## config.mk

```make
export PLATFORM = sky130hd
export DESIGN_NAME = operand_fetch
export DESIGN_NICKNAME = d
export VERILOG_FILES = /design/src/rtl/operand_fetch_pkg.sv /design/src/rtl/reg_file.sv /design/src/rtl/operand_fetch.sv
export SDC_FILE = /design/constraint.sdc
export NUM_CORES = 2
export LEC_CHECK = 0
export CAP_MARGIN = 20
export CORE_ASPECT_RATIO = 1.25
export CORE_UTILIZATION = 40
export DETAILED_ROUTE_END_ITERATION = 10
export GPL_TIMING_DRIVEN = 0
export HOLD_SLACK_MARGIN = 0.02
export PLACE_DENSITY = 0.61
export SKIP_CTS_REPAIR_TIMING = 1
export SYNTH_ARGS = -nofsm -noshare
export SYNTH_HDL_FRONTEND = slang
export SYNTH_SLANG_ARGS = --single-unit
```

## constraint.sdc

```tcl
create_clock -name clk -period 2.95 [get_ports clk]
set_input_delay 0.295 -clock clk [delete_from_list [all_inputs] [get_ports clk]]
set_output_delay 0.295 -clock clk [all_outputs]
set_load 0.02 [all_outputs]
```

## src/rtl/operand_fetch_pkg.sv

```systemverilog
// Shared widths and ALU function codes for the operand-fetch stage and its register file.
package operand_fetch_pkg;

    localparam int WORD_LENGTH = 32;
    localparam int REG_ADDR_W  = 5;
    localparam int NUM_REGS    = 1 << REG_ADDR_W;
    localparam int ALU_OP_W    = 4;

    // ALU function select codes, as carried on op_mux_ctrl.
    typedef enum logic [ALU_OP_W-1:0] {
        ALU_ADD  = 4'd0,
        ALU_SLL  = 4'd1,
        ALU_SLT  = 4'd2,
        ALU_SLTU = 4'd3,
        ALU_XOR  = 4'd4,
        ALU_SRL  = 4'd5,
        ALU_SRA  = 4'd6,
        ALU_OR   = 4'd7,
        ALU_AND  = 4'd8
    } alu_op_e;

endpackage

```

## src/rtl/reg_file.sv

```systemverilog
// 32-entry register file: two combinational read ports with write-through bypass,
// one synchronous write port. Entry 0 is hardwired to zero.
module reg_file #(
    parameter int WORD_LENGTH = operand_fetch_pkg::WORD_LENGTH
) (
    input  logic                                 clk,
    input  logic                                 rst_n,
    input  logic [operand_fetch_pkg::REG_ADDR_W-1:0] raddr1_i,
    input  logic [operand_fetch_pkg::REG_ADDR_W-1:0] raddr2_i,
    output logic [WORD_LENGTH-1:0]               rdata1_o,
    output logic [WORD_LENGTH-1:0]               rdata2_o,
    input  logic                                 we_i,
    input  logic [operand_fetch_pkg::REG_ADDR_W-1:0] waddr_i,
    input  logic [WORD_LENGTH-1:0]               wdata_i
);
    import operand_fetch_pkg::*;

    logic [WORD_LENGTH-1:0] regs_q [NUM_REGS];
    logic                   wr_active;

    assign wr_active = we_i && (waddr_i != '0);

    // Storage: cleared on reset, written on the rising edge; writes to x0 are dropped.
    always_ff @(posedge clk or negedge rst_n) begin
        if (!rst_n) begin
            for (int i = 0; i < NUM_REGS; i++) begin
                regs_q[i] <= '0;
            end
        end else if (wr_active) begin
            regs_q[waddr_i] <= wdata_i;
        end
    end

    // Read ports: x0 reads zero, a same-cycle write to the read index is forwarded.
    always_comb begin
        rdata1_o = regs_q[raddr1_i];
        rdata2_o = regs_q[raddr2_i];
        if (raddr1_i == '0) begin
            rdata1_o = '0;
        end else if (wr_active && (waddr_i == raddr1_i)) begin
            rdata1_o = wdata_i;
        end
        if (raddr2_i == '0) begin
            rdata2_o = '0;
        end else if (wr_active && (waddr_i == raddr2_i)) begin
            rdata2_o = wdata_i;
        end
    end

endmodule

```

## src/rtl/operand_fetch.sv

```systemverilog
// Operand-fetch stage: reads the register file, selects ALU operands and holds them
// in a single valid/ready output register toward the ALU stage.
module operand_fetch #(
    parameter int WORD_LENGTH = operand_fetch_pkg::WORD_LENGTH
) (
    input  logic                   clk,
    input  logic                   rst_n,
    input  logic                   in_valid,
    output logic                   in_ready,
    input  logic [4:0]             rs1_addr,
    input  logic [4:0]             rs2_addr,
    input  logic [4:0]             rd_addr_in,
    input  logic [WORD_LENGTH-1:0] imm,
    input  logic [WORD_LENGTH-1:0] pc,
    input  logic                   use_imm,
    input  logic                   use_pc,
    input  logic [3:0]             alu_op_in,
    input  logic                   sub_en,
    input  logic                   wb_en,
    input  logic [4:0]             wb_addr,
    input  logic [WORD_LENGTH-1:0] wb_data,
    output logic                   out_valid,
    input  logic                   out_ready,
    output logic [WORD_LENGTH-1:0] in_1,
    output logic [WORD_LENGTH-1:0] in_2,
    output logic                   cin,
    output logic [3:0]             op_mux_ctrl,
    output logic [4:0]             rd_addr,
    output logic [WORD_LENGTH-1:0] rs2_data
);
    import operand_fetch_pkg::*;

    logic [WORD_LENGTH-1:0] rs1_val;
    logic [WORD_LENGTH-1:0] rs2_val;
    logic                   accept;

    logic                   valid_q,    valid_d;
    logic [WORD_LENGTH-1:0] in1_q,      in1_d;
    logic [WORD_LENGTH-1:0] in2_q,      in2_d;
    logic                   cin_q,      cin_d;
    logic [ALU_OP_W-1:0]    op_q,       op_d;
    logic [REG_ADDR_W-1:0]  rd_q,       rd_d;
    logic [WORD_LENGTH-1:0] rs2data_q,  rs2data_d;

    // Write-back runs regardless of the handshake, so stalls never block it.
    reg_file #(.WORD_LENGTH(WORD_LENGTH)) u_reg_file (
        .clk      (clk),
        .rst_n    (rst_n),
        .raddr1_i (rs1_addr),
        .raddr2_i (rs2_addr),
        .rdata1_o (rs1_val),
        .rdata2_o (rs2_val),
        .we_i     (wb_en),
        .waddr_i  (wb_addr),
        .wdata_i  (wb_data)
    );

    assign in_ready = !valid_q || out_ready;
    assign accept   = in_valid && in_ready;

    // Next state: load on accept, drop valid on a drain without refill, otherwise hold.
    always_comb begin
        valid_d   = valid_q;
        in1_d     = in1_q;
        in2_d     = in2_q;
        cin_d     = cin_q;
        op_d      = op_q;
        rd_d      = rd_q;
        rs2data_d = rs2data_q;
        if (accept) begin
            valid_d   = 1'b1;
            in1_d     = use_pc  ? pc  : rs1_val;
            in2_d     = use_imm ? imm : rs2_val;
            cin_d     = sub_en;
            op_d      = alu_op_in;
            rd_d      = rd_addr_in;
            rs2data_d = rs2_val;
        end else if (valid_q && out_ready) begin
            valid_d   = 1'b0;
        end
    end

    // Output register toward the ALU stage; reset discards any held instruction.
    always_ff @(posedge clk or negedge rst_n) begin
        if (!rst_n) begin
            valid_q   <= 1'b0;
            in1_q     <= '0;
            in2_q     <= '0;
            cin_q     <= 1'b0;
            op_q      <= '0;
            rd_q      <= '0;
            rs2data_q <= '0;
        end else begin
            valid_q   <= valid_d;
            in1_q     <= in1_d;
            in2_q     <= in2_d;
            cin_q     <= cin_d;
            op_q      <= op_d;
            rd_q      <= rd_d;
            rs2data_q <= rs2data_d;
        end
    end

    assign out_valid   = valid_q;
    assign in_1        = in1_q;
    assign in_2        = in2_q;
    assign cin         = cin_q;
    assign op_mux_ctrl = op_q;
    assign rd_addr     = rd_q;
    assign rs2_data    = rs2data_q;

endmodule
```

==> results.ini <==
[run_status]
status = finished, violations left
violations = setup timing

[sta]
whs_ps = 35.4
finalMaxSlewViolations = 0
worst_pin_slew_ps = 1350
tns_ps = -3140
clock_skew_ps = 31.1
finalCritPeriodShare = 1.05
hold_viol = 0
fin_ws_ps = -157
period_minus_slack_ps = 3110
max_freq_mhz = 322
setup_viol = 64
slew_headroom = 0.0969

[synth]
syn_area_per_cell_um2 = 14.6
synthFlopType = dfrtp_1
synth_nets = 4204
synthTopCellsByArea = dfrtp_1, mux4_2, mux2_2
syn-cell-area_mm2 = 0.0593
synth-seq-area-share = 0.477
synth.most_common_cell = dfrtp_1
yosysUniqueCellTypes = 62
synth_edf_count = 0
ys_ff_latch = 1131
synth_top_area_frac = 0.477
yosysWarnings = 0
async_flop_share = 1.00
yosysTopAreaCell = dfrtp_1
syn_inst = 4076
ys_top_cells_by_count = dfrtp_1, mux2_2, mux4_2, mux2i_1, clkbuf_1

[setup_path]
timing.critical_path.buf_inv = 3
cp_slowest_cell = clkdlybuf4s50_1
cp.depth = 9
path_max_fanout = 10
end_kind = flop
reg2reg_depth = 5
critPathTopFamily = buffers and inverters
crit_chain = clkdlybuf4s50_1, buf_2, nor2_1, nand3b_4, o21ai_2, clkbuf_4, nor4_1, a21oi_2, o21ai_0
max_stage_delay_ps = 590
worstPathArrival_ps = 3730
critical_path_class = input pin to flop
start_kind = input pin
cp.required_ps = 3580

[clocking]
clockBufferDepth = 3
clk_latency_ps = 800
cts.sinks = 1131
cts_tree = done
cts-root-buf = clkbuf_16
clkTransAtPathRegs_ps = 60
htree_levels = 3
cts_made_buffers = 117

[route]
via_per_inst = 6.65
dr.pass1.iters = 6
drc = 0
drt_iter0_drc = 5482
routed_wl_um = 259000
wire_per_inst_um = 39.7
vias = 43300
detail-route-antenna-nets = 0

[global_route]
grt_max_degree = 169
grt.total_usage = 0.344
grt_use_met2 = 0.517
grt_pass1_vias = 42900
grt_pass1_wl_um = 353000
use_met1 = 0.419
antenna_found_initial = 23
grt_util_met3 = 0.121
top_usage_layer = met2
grt_overflow = 0

[flow_run]
max-cap-violations = 0

[floorplanning]
initial_utilization = 0.404
fp.dieW_um = 346
num_rows = 157
die_h_um = 433
io_pins = 236
core_area_mm2 = 0.147
die_area_mm2 = 0.150

[final_layout]
fin_nets = 4618
drive_above_1_share = 0.418
fin_util = 0.473
fin_area_mm2 = 0.0695
syn2layout_area_growth_pct = 17.1
n_fill_cell = 13100

[placement]
dp_hpwl_um = 181000
numPortBuffers = 226
gp_congestion = 1.01
placed_cell_area_mm2 = 0.0649

[power_and_ir_drop]
p_leak_nw = 29.9
p_per_area_mw_per_mm2 = 685
ir_worst_vdd_uv = 529

[min_path]
min_path_type = input pin to flop
hold_depth = 3

## report_power, final
group	leakage (nW)	internal [mW]	switching (mW)
Combinational	13.4	5.68	4.96
Sequential	14.4	18.4	2.17
Clock	2.06	9.42	6.93
Total	29.9	33.5	14.1
## routing by layer
layer	share of wire	routed length, µm
met2	0.44	114000
met5	0.00035	91
met1	0.36	93300
met3	0.12	30900
met4	0.080	20700
## path summary, 6_finish.rpt
| kind | from | to | slack (ps) |
|---|---|---|---|
| min in group asynchronous | rst_n | u_reg_file.regs_q[477] | 80 |
| max | rs2_addr[4] | rs2_data[8] | -160 |
| max in group asynchronous | rst_n | u_reg_file.regs_q[627] | 430 |
| min | alu_op_in[0] | op_mux_ctrl[0] | 40 |
| max reg2reg | out_valid | in_1[28] | 580 |
| min reg2reg | rd_addr[4] | rd_addr[4] | 480 |
## through the flow
| stage | cells | total power [mW] | setup WS, ps |
|---|---|---|---|
| 2_1_floorplan | 4076 | 26.9 | 789 |
| 3_3_place_gp | 6210 | 30.7 | -51580 |
| 3_5_place_dp | 6262 | 31.1 | -2210 |
| 4_1_cts | 6484 | 47.2 | -1430 |
| 5_1_grt | 6503 | 48.9 | -12.9 |
| 6_report | 6506 | 47.6 | -157 |
## flip-flops by register name (all words and copies together) (netlist names)
| name | count |
|---|---|
| u_reg_file.regs_q | 1024 |
| in_1 | 32 |
| in_2 | 32 |
| rs2_data | 32 |
| rd_addr | 5 |
| op_mux_ctrl | 4 |
| cin | 1 |
| out_valid | 1 |
## layout make-up
type | count | area [µm²] | share of cell area
Multi-Input combinational cell | 2487 | 29000 | 0.417
Sequential cell | 1131 | 28300 | 0.407
Clock buffer | 175 | 3540 | 0.0509
Timing Repair Buffer | 296 | 3370 | 0.0486
Tap cell | 1908 | 2390 | 0.0344
Buffer | 455 | 2280 | 0.0328
Clock inverter | 47 | 647 | 0.00931
Antenna cell | 5 | 12.5 | 0.000180
Inverter | 2 | 7.51 | 0.000108
## placed cells by master, fill, tap and decap left out, drive strengths merged, types with 8 or more instances in the layout
| cell | Yosys | layout |
|---|---|---|
| dfrtp | 1131 | 1131 |
| mux2 | 994 | 994 |
| mux4 | 478 | 478 |
| clkbuf | 222 | 397 |
| buf | 234 | 303 |
| mux2i | 240 | 240 |
| clkdlybuf4s50 | 0 | 225 |
| nand2 | 196 | 196 |
| a21oi | 89 | 89 |
| a22oi | 81 | 81 |
| o21ai | 66 | 66 |
| nor2 | 62 | 62 |
| a31oi | 32 | 32 |
| a221oi | 31 | 31 |
| nand3 | 30 | 30 |
| and3 | 29 | 29 |
| clkinv | 0 | 24 |
| o221ai | 17 | 17 |
| o22ai | 16 | 16 |
| o211ai | 15 | 15 |
| bufinv | 0 | 13 |
| or3 | 12 | 12 |
| nor4 | 12 | 12 |
| a32o | 9 | 9 |
| xnor2 | 8 | 8 |
| nor3b | 8 | 8 |
## worst reg2reg max path, cell delays in order (launching register included)
cell,delay (ps)
dfrtp_1,370
nand2b_1,150
nand2_1,250
clkbuf_1,490
a221oi_1,780
a31oi_1,170
## cells by family after synthesis
| logic type | after synthesis | share of synthesized area |
|---|---|---|
| xor+xnor | 10 | 0.00148 |
| flops | 1131 | 0.477 |
| simple gates | 384 | 0.0299 |
| mux | 1712 | 0.411 |
| compound gates | 381 | 0.0431 |
| buf+inv | 458 | 0.0378 |
Note: power is estimated with default switching activity, not from simulation.
